$ cat src/rtl/mem_copy_engine.sv
// Block-move engine: copies Length bytes from SrcAddr to DstAddr over a single-port memory, one read + one write cycle per byte.
// Optional MEM_COPY_CHECKSUM_EN adds a running byte-sum output Checksum.
module mem_copy_engine #(
    parameter int AW = 8,
    parameter int DW = 8,
    parameter int LW = 8
) (
    input  logic          Clk,
    input  logic          Reset,
    input  logic          Start,
    input  logic [AW-1:0] SrcAddr,
    input  logic [AW-1:0] DstAddr,
    input  logic [LW-1:0] Length,
    output logic          Busy,
    output logic          Done,
    output logic [AW-1:0] MemAddress,
    output logic          MemWriteEn,
    output logic [DW-1:0] MemWrData,
    input  logic [DW-1:0] MemRdData
`ifdef MEM_COPY_CHECKSUM_EN
    ,
    output logic [DW-1:0] Checksum
`endif
);

    typedef enum logic [1:0] {S_IDLE, S_RD, S_WR, S_DONE} state_t;

    state_t        state_q, state_d;
    logic [AW-1:0] src_q, src_d;
    logic [AW-1:0] dst_q, dst_d;
    logic [LW-1:0] cnt_q, cnt_d;
    logic [DW-1:0] hold_q, hold_d;
`ifdef MEM_COPY_CHECKSUM_EN
    logic [DW-1:0] csum_q, csum_d;
`endif

    always_ff @(posedge Clk) begin
        if (Reset) begin
            state_q <= S_IDLE;
            src_q   <= '0;
            dst_q   <= '0;
            cnt_q   <= '0;
            hold_q  <= '0;
`ifdef MEM_COPY_CHECKSUM_EN
            csum_q  <= '0;
`endif
        end else begin
            state_q <= state_d;
            src_q   <= src_d;
            dst_q   <= dst_d;
            cnt_q   <= cnt_d;
            hold_q  <= hold_d;
`ifdef MEM_COPY_CHECKSUM_EN
            csum_q  <= csum_d;
`endif
        end
    end

    always_comb begin
        state_d = state_q;
        src_d   = src_q;
        dst_d   = dst_q;
        cnt_d   = cnt_q;
        hold_d  = hold_q;
`ifdef MEM_COPY_CHECKSUM_EN
        csum_d  = csum_q;
`endif
        case (state_q)
            S_IDLE: begin
                if (Start) begin
                    src_d   = SrcAddr;
                    dst_d   = DstAddr;
                    cnt_d   = Length;
`ifdef MEM_COPY_CHECKSUM_EN
                    csum_d  = '0;
`endif
                    state_d = (Length == '0) ? S_DONE : S_RD;
                end
            end
            S_RD: begin
                hold_d  = MemRdData;
                state_d = S_WR;
            end
            S_WR: begin
                src_d   = src_q + AW'(1);
                dst_d   = dst_q + AW'(1);
                cnt_d   = cnt_q - LW'(1);
`ifdef MEM_COPY_CHECKSUM_EN
                csum_d  = csum_q + hold_q;
`endif
                state_d = (cnt_q == LW'(1)) ? S_DONE : S_RD;
            end
            S_DONE:  state_d = S_IDLE;
            default: state_d = S_IDLE;
        endcase
    end

    // Write strobe is masked by Reset so an abort never lands a write on the reset edge.
    always_comb begin
        MemAddress = '0;
        case (state_q)
            S_RD:    MemAddress = src_q;
            S_WR:    MemAddress = dst_q;
            default: MemAddress = '0;
        endcase
    end

    assign Busy       = (state_q != S_IDLE);
    assign Done       = (state_q == S_DONE);
    assign MemWriteEn = (state_q == S_WR) && !Reset;
    assign MemWrData  = hold_q;
`ifdef MEM_COPY_CHECKSUM_EN
    assign Checksum   = csum_q;
`endif

endmodule
$ cat config.mk
export PLATFORM = sky130hd
export DESIGN_NAME = mem_copy_engine
export DESIGN_NICKNAME = d
export VERILOG_FILES = /design/src/rtl/mem_copy_engine.sv
export SDC_FILE = /design/constraint.sdc
export NUM_CORES = 1
export LEC_CHECK = 0
export ABC_AREA = 1
export BUFFER_PORTS_ARGS = -buffer_cell sky130_fd_sc_hd__buf_2
export CORE_AREA = 2 2 95 61
export CTS_BUF_LIST = sky130_fd_sc_hd__clkbuf_8
export DETAILED_ROUTE_END_ITERATION = 8
export DIE_AREA = 0 0 97 63
export PLACE_DENSITY = 0.69
export SETUP_SLACK_MARGIN = 0.1
export SLEW_MARGIN = 20
export SYNTH_ARGS = -nofsm -noshare
export SYNTH_HDL_FRONTEND = slang
export SYNTH_SLANG_ARGS = --single-unit
export TNS_END_PERCENT = 10
$ cat constraint.sdc
create_clock -name Clk -period 4 [get_ports Clk]
set_input_delay 0.8 -clock Clk [delete_from_list [all_inputs] [get_ports Clk]]
set_output_delay 0.8 -clock Clk [all_outputs]
set_load 0.005 [all_outputs]
* Word-level counts from Yosys, hierarchy flattened
Index checks and enable logic that the tools add are counted.
** Word-level totals
- Flip-flop bits (word level) :: 34
- Logic and storage cells :: 31
- Bits of input ports :: 35
- Output and inout port bits :: 19
** Cells by class
- Equal/unequal tests :: 5
- Add/sub/neg operators :: 3
- Reductions and logical operators :: 7
- Mux-type cells :: 11
** Operator list (count)
- $pmux 8 s2 :: 4
- $mux 8 :: 3
- $add 8x1->8 const B :: 2
- $eq 8x1->1 const B :: 1
- $logic_not 8->1 :: 1
- $pmux 2 s4 :: 1
- $sub 8x1->8 const B :: 1
- $mux 2 :: 3
- $eq 2x2->1 const B :: 2
- $reduce_bool 2->1 :: 2
- $eq 2x1->1 const B :: 1
- $logic_not 2->1 :: 1
- $ne 2x2->1 const B :: 1
- $reduce_and 2->1 :: 1
- $logic_and 1x1->1 :: 1
- $logic_not 1->1 :: 1

* Logic depth before layout (Yosys ltp)
- Depth after elaboration :: 4
- Mapped depth :: 11
- Depth with buffers taken out :: 9

* Worst setup path after synthesis
OpenSTA, ideal clock, no wires.
- Path type :: input to output
- Start point :: input port Reset
- End point :: output port MemWriteEn
- Stages on the path :: 2
- Arrival time :: 1162 ps
- Path slack :: 2038 ps
- Path buffers :: 1
- Cells stage by stage :: clkbuf_1 > nor2_1
** On the way
- Cells in the longest elaborated chain, start to end :: 2
** RTL lines
- start, declared :: line 9 : input logic Reset,
- $logic_not 1->1 :: line 110 : assign MemWriteEn = (state_q == S_WR) && !Reset;
- $logic_and 1x1->1 :: line 110
- end, declared :: line 17 : output logic MemWriteEn,
Every way passes these cells.

* Worst setup path in the final report
- Start point :: register state_q[0]
- End point :: output port MemWriteEn
** On the way
- Cells in the longest elaborated chain, start to end :: 2
** RTL lines
- start, declared :: line 28 : state_t state_q, state_d;
- start signal, assigned :: line 48 : state_q <= state_d;
- $eq 2x2->1 :: line 110
- $logic_and 1x1->1 :: line 110
Every way passes these cells.

==> impl_summary.log <==
INFO  metric status = complete, no violations
INFO  metric grt_start_max_net_pins = 39
INFO  metric design.portCount = 54
INFO  metric global_route_wire_length_before_repair = 9653 µm
INFO  metric cellLeakagePower = 0.001072 µW
INFO  metric drt-initial-drc-count = 144
INFO  metric design.final.nets = 404
INFO  metric ys_warn_count = 0
INFO  metric maxSlewViolCount = 0
INFO  metric wirelength = 5650 µm
INFO  metric worst_skew_pair.late_latency = 0.28 ns
INFO  metric timing.final.hold_violations = 0
INFO  metric clock_tree_from_tritoncts = done
INFO  metric maxClockFrequency = 315.3 MHz
INFO  metric grt_pass1_vias = 2032
INFO  metric setup_viol = 0
INFO  metric io_buffers = 53
INFO  metric hold_buffers = 0
INFO  metric rsz0062_at_grt = no
INFO  metric start_kind = register
INFO  metric tightest_slew = 0.8737 ns
INFO  metric postCtsResizedCells = 0
INFO  metric postSynthCellCount = 315
INFO  metric fin_tns_setup = 0 ns
INFO  metric floorplan.core_area = 5281 µm²
INFO  metric detail_route.wl_per_cell = 13.11 µm
INFO  metric first_pass_iters = 4
INFO  metric n_antenna_cell = 0
INFO  metric routed_via_density = 5.165
INFO  metric clock_slew_at_the_register_clock_pins_of_the_worst_setup_and_hold_paths = 0.07 ns
INFO  metric data_arrival_time_at_the_worst_slack_endpoint = 2.37 ns
INFO  metric relSlewSlack = 41.75%
INFO  metric total_clock_buffers_created_by_cts = 5
INFO  metric die_height = 63 µm
INFO  metric remaining_drcs = 0
INFO  metric drive_above_1_share = 18.78%
INFO  metric antenna_found_initial = 0
INFO  metric initial_core_util = 38.31%
INFO  metric synth.net_count = 358
INFO  metric gr-usage-all-layers = 19.08%
INFO  metric synth.yosys.seq_area_share = 33.64%
INFO  metric worstSetupEndpointType = output port
INFO  metric ys_seq_elements = 34
INFO  metric route.antenna.remaining_nets = 0
INFO  metric clk_path_buf_depth = 2
INFO  metric num_rows = 21
INFO  metric grt_overflow = 0
INFO  metric max_fo_critical_path = 26
INFO  metric vdd_ir_drop_max = 297.3 µV
INFO  metric hpwlAfterDp = 4013 µm
INFO  metric p_total = 1276 µW
INFO  metric maxCapViolCount = 0
INFO  metric post-cts-setup-buffer-count = 0
INFO  metric area_delta_synth_final = 18.00%
INFO  metric worstSetupPathType = reg -> out
INFO  metric p_per_area = 534.5 nW/µm²
INFO  metric avgSynthCellArea = 6.423 µm²
INFO  metric via_count = 2226
INFO  metric post-route-period-util = 79.29%
INFO  metric yosys.cell_types.count = 28
INFO  metric finalWeightedCongestion = 0.8160
INFO  metric data_required_time_of_the_critical_path = 3.20 ns
INFO  metric die_width = 97 µm
INFO  metric fin_crit = 3.171 ns
INFO  metric cts_h_tree_depth = 2
INFO  metric n_fill_cell = 562
INFO  metric clock-root-buffer = sky130_fd_sc_hd__clkbuf_8
INFO  metric hold_ws = 0.4835 ns
INFO  metric area_of_the_die = 6111 µm²
INFO  metric post_synth_instance_area = 2023 µm²
INFO  metric holdCritPathClass = reg -> reg
INFO  metric finClkSkew = 0.005088 ns
INFO  metric cts.sinks = 34
## area by class of cell
class / count / area (µm²) / area share (%)
Inverter: 27 / 101.3 / 4.245
Timing Repair Buffer: 55 / 280.3 / 11.74
Multi-Input combinational cell: 238 / 1144 / 47.90
Tap cell: 69 / 86.33 / 3.616
Clock buffer: 6 / 82.58 / 3.459
Clock inverter: 2 / 12.51 / 0.5241
Sequential cell: 34 / 680.7 / 28.51
## synth_stat cells, drive strengths merged
cell type | instances | area [µm²]
or2 | 1 | 6.260
ha | 8 | 100.1
nor3 | 8 | 40.04
buf | 13 | 86.33
clkbuf | 3 | 11.26
o211ai | 1 | 7.510
nand4 | 1 | 6.260
nand3 | 16 | 80.08
a211oi | 4 | 30.03
a31oi | 6 | 37.54
nand3b | 1 | 7.510
nand2 | 64 | 240.2
o21a | 1 | 7.510
o21bai | 1 | 7.510
inv | 26 | 97.60
o21ai | 41 | 205.2
dfxtp | 34 | 680.7
a21oi | 27 | 138.9
clkinv | 1 | 3.750
o22ai | 2 | 12.51
nor3b | 1 | 7.510
nor2 | 55 | 209.0
## worst paths after layout
kind / end / slack, ns / start / cells after the start
setup / recovery: MemWriteEn / 0.83 / state_q[0] / 5
hold / removal: dst_q[2] / 0.48 / dst_q[2] / 2
setup reg to reg: cnt_q[4] / 1.32 / state_q[0] / 9
hold reg to reg: dst_q[2] / 0.48 / dst_q[2] / 2
## registers in the layout, indices dropped and copies added, names as in the netlist
register / flops
dst_q: 8
src_q: 8
state_q: 2
cnt_q: 8
MemWrData: 8
## metrics by stage
step           instances  area (µm²)  setup WS, ns  util, %
2_1_floorplan        315        2023         2.038        -
3_3_place_gp         423        2292         1.213    43.40
3_5_place_dp         423        2292         1.118    43.40
4_1_cts              431        2387        0.8018    45.20
5_1_grt              431        2387        0.5619    45.20
6_report             431        2387        0.8285    45.20
## metal layers
layer / part of all wire [%] / global-route usage [%] / up-vias / wire (µm)
li1: - / - / 1128 / -
met1: 50 / 28.51 / 1008 / 2818
met2: 41 / 27.52 / 90 / 2306
met3: 9.3 / 5.369 / 0 / 525
met4: 0 / 2.993 / 0 / 0
met5: 0 / 0 / - / 0
## report_power, final
group / switching (µW) / internal [µW]
clock network: 132 / 138
registers: 76.8 / 424
logic: 324 / 180
## critical path, stage by stage, from the launching register on
cell and delay, ns:
sky130_fd_sc_hd__dfxtp_1 0.34, sky130_fd_sc_hd__inv_1 0.09, sky130_fd_sc_hd__ha_1 0.73, sky130_fd_sc_hd__inv_1 0.59, sky130_fd_sc_hd__nor2_1 0.21, sky130_fd_sc_hd__buf_2 0.13
## cells by family (layout without fill, tap and decap cells)
family | count (synthesis) | after routing | synth area share (%)
and+or+nand+nor | 147 | 147 | 29.50
AOI/OAI and AO/OA | 83 | 83 | 22.08
buffers and inverters | 43 | 90 | 9.833
DFF | 34 | 34 | 33.64
adders and majority gates | 8 | 8 | 4.948
## cells in the final DEF (no fill, tap or decap), types with 2 or more instances in the layout
cell type / instances
sky130_fd_sc_hd__buf_4: 2
sky130_fd_sc_hd__nor3_1: 8
sky130_fd_sc_hd__o22ai_1: 2
sky130_fd_sc_hd__nor2_1: 54
sky130_fd_sc_hd__ha_1: 8
sky130_fd_sc_hd__nand3_1: 16
sky130_fd_sc_hd__nand2_1: 64
sky130_fd_sc_hd__a21oi_1: 26
sky130_fd_sc_hd__o21ai_0: 41
sky130_fd_sc_hd__inv_1: 24
sky130_fd_sc_hd__inv_2: 2
sky130_fd_sc_hd__dfxtp_1: 34
sky130_fd_sc_hd__buf_2: 53
sky130_fd_sc_hd__a31oi_1: 6
sky130_fd_sc_hd__clkbuf_8: 6
sky130_fd_sc_hd__a211oi_1: 4
Note: power is estimated with default switching activity, not from simulation.
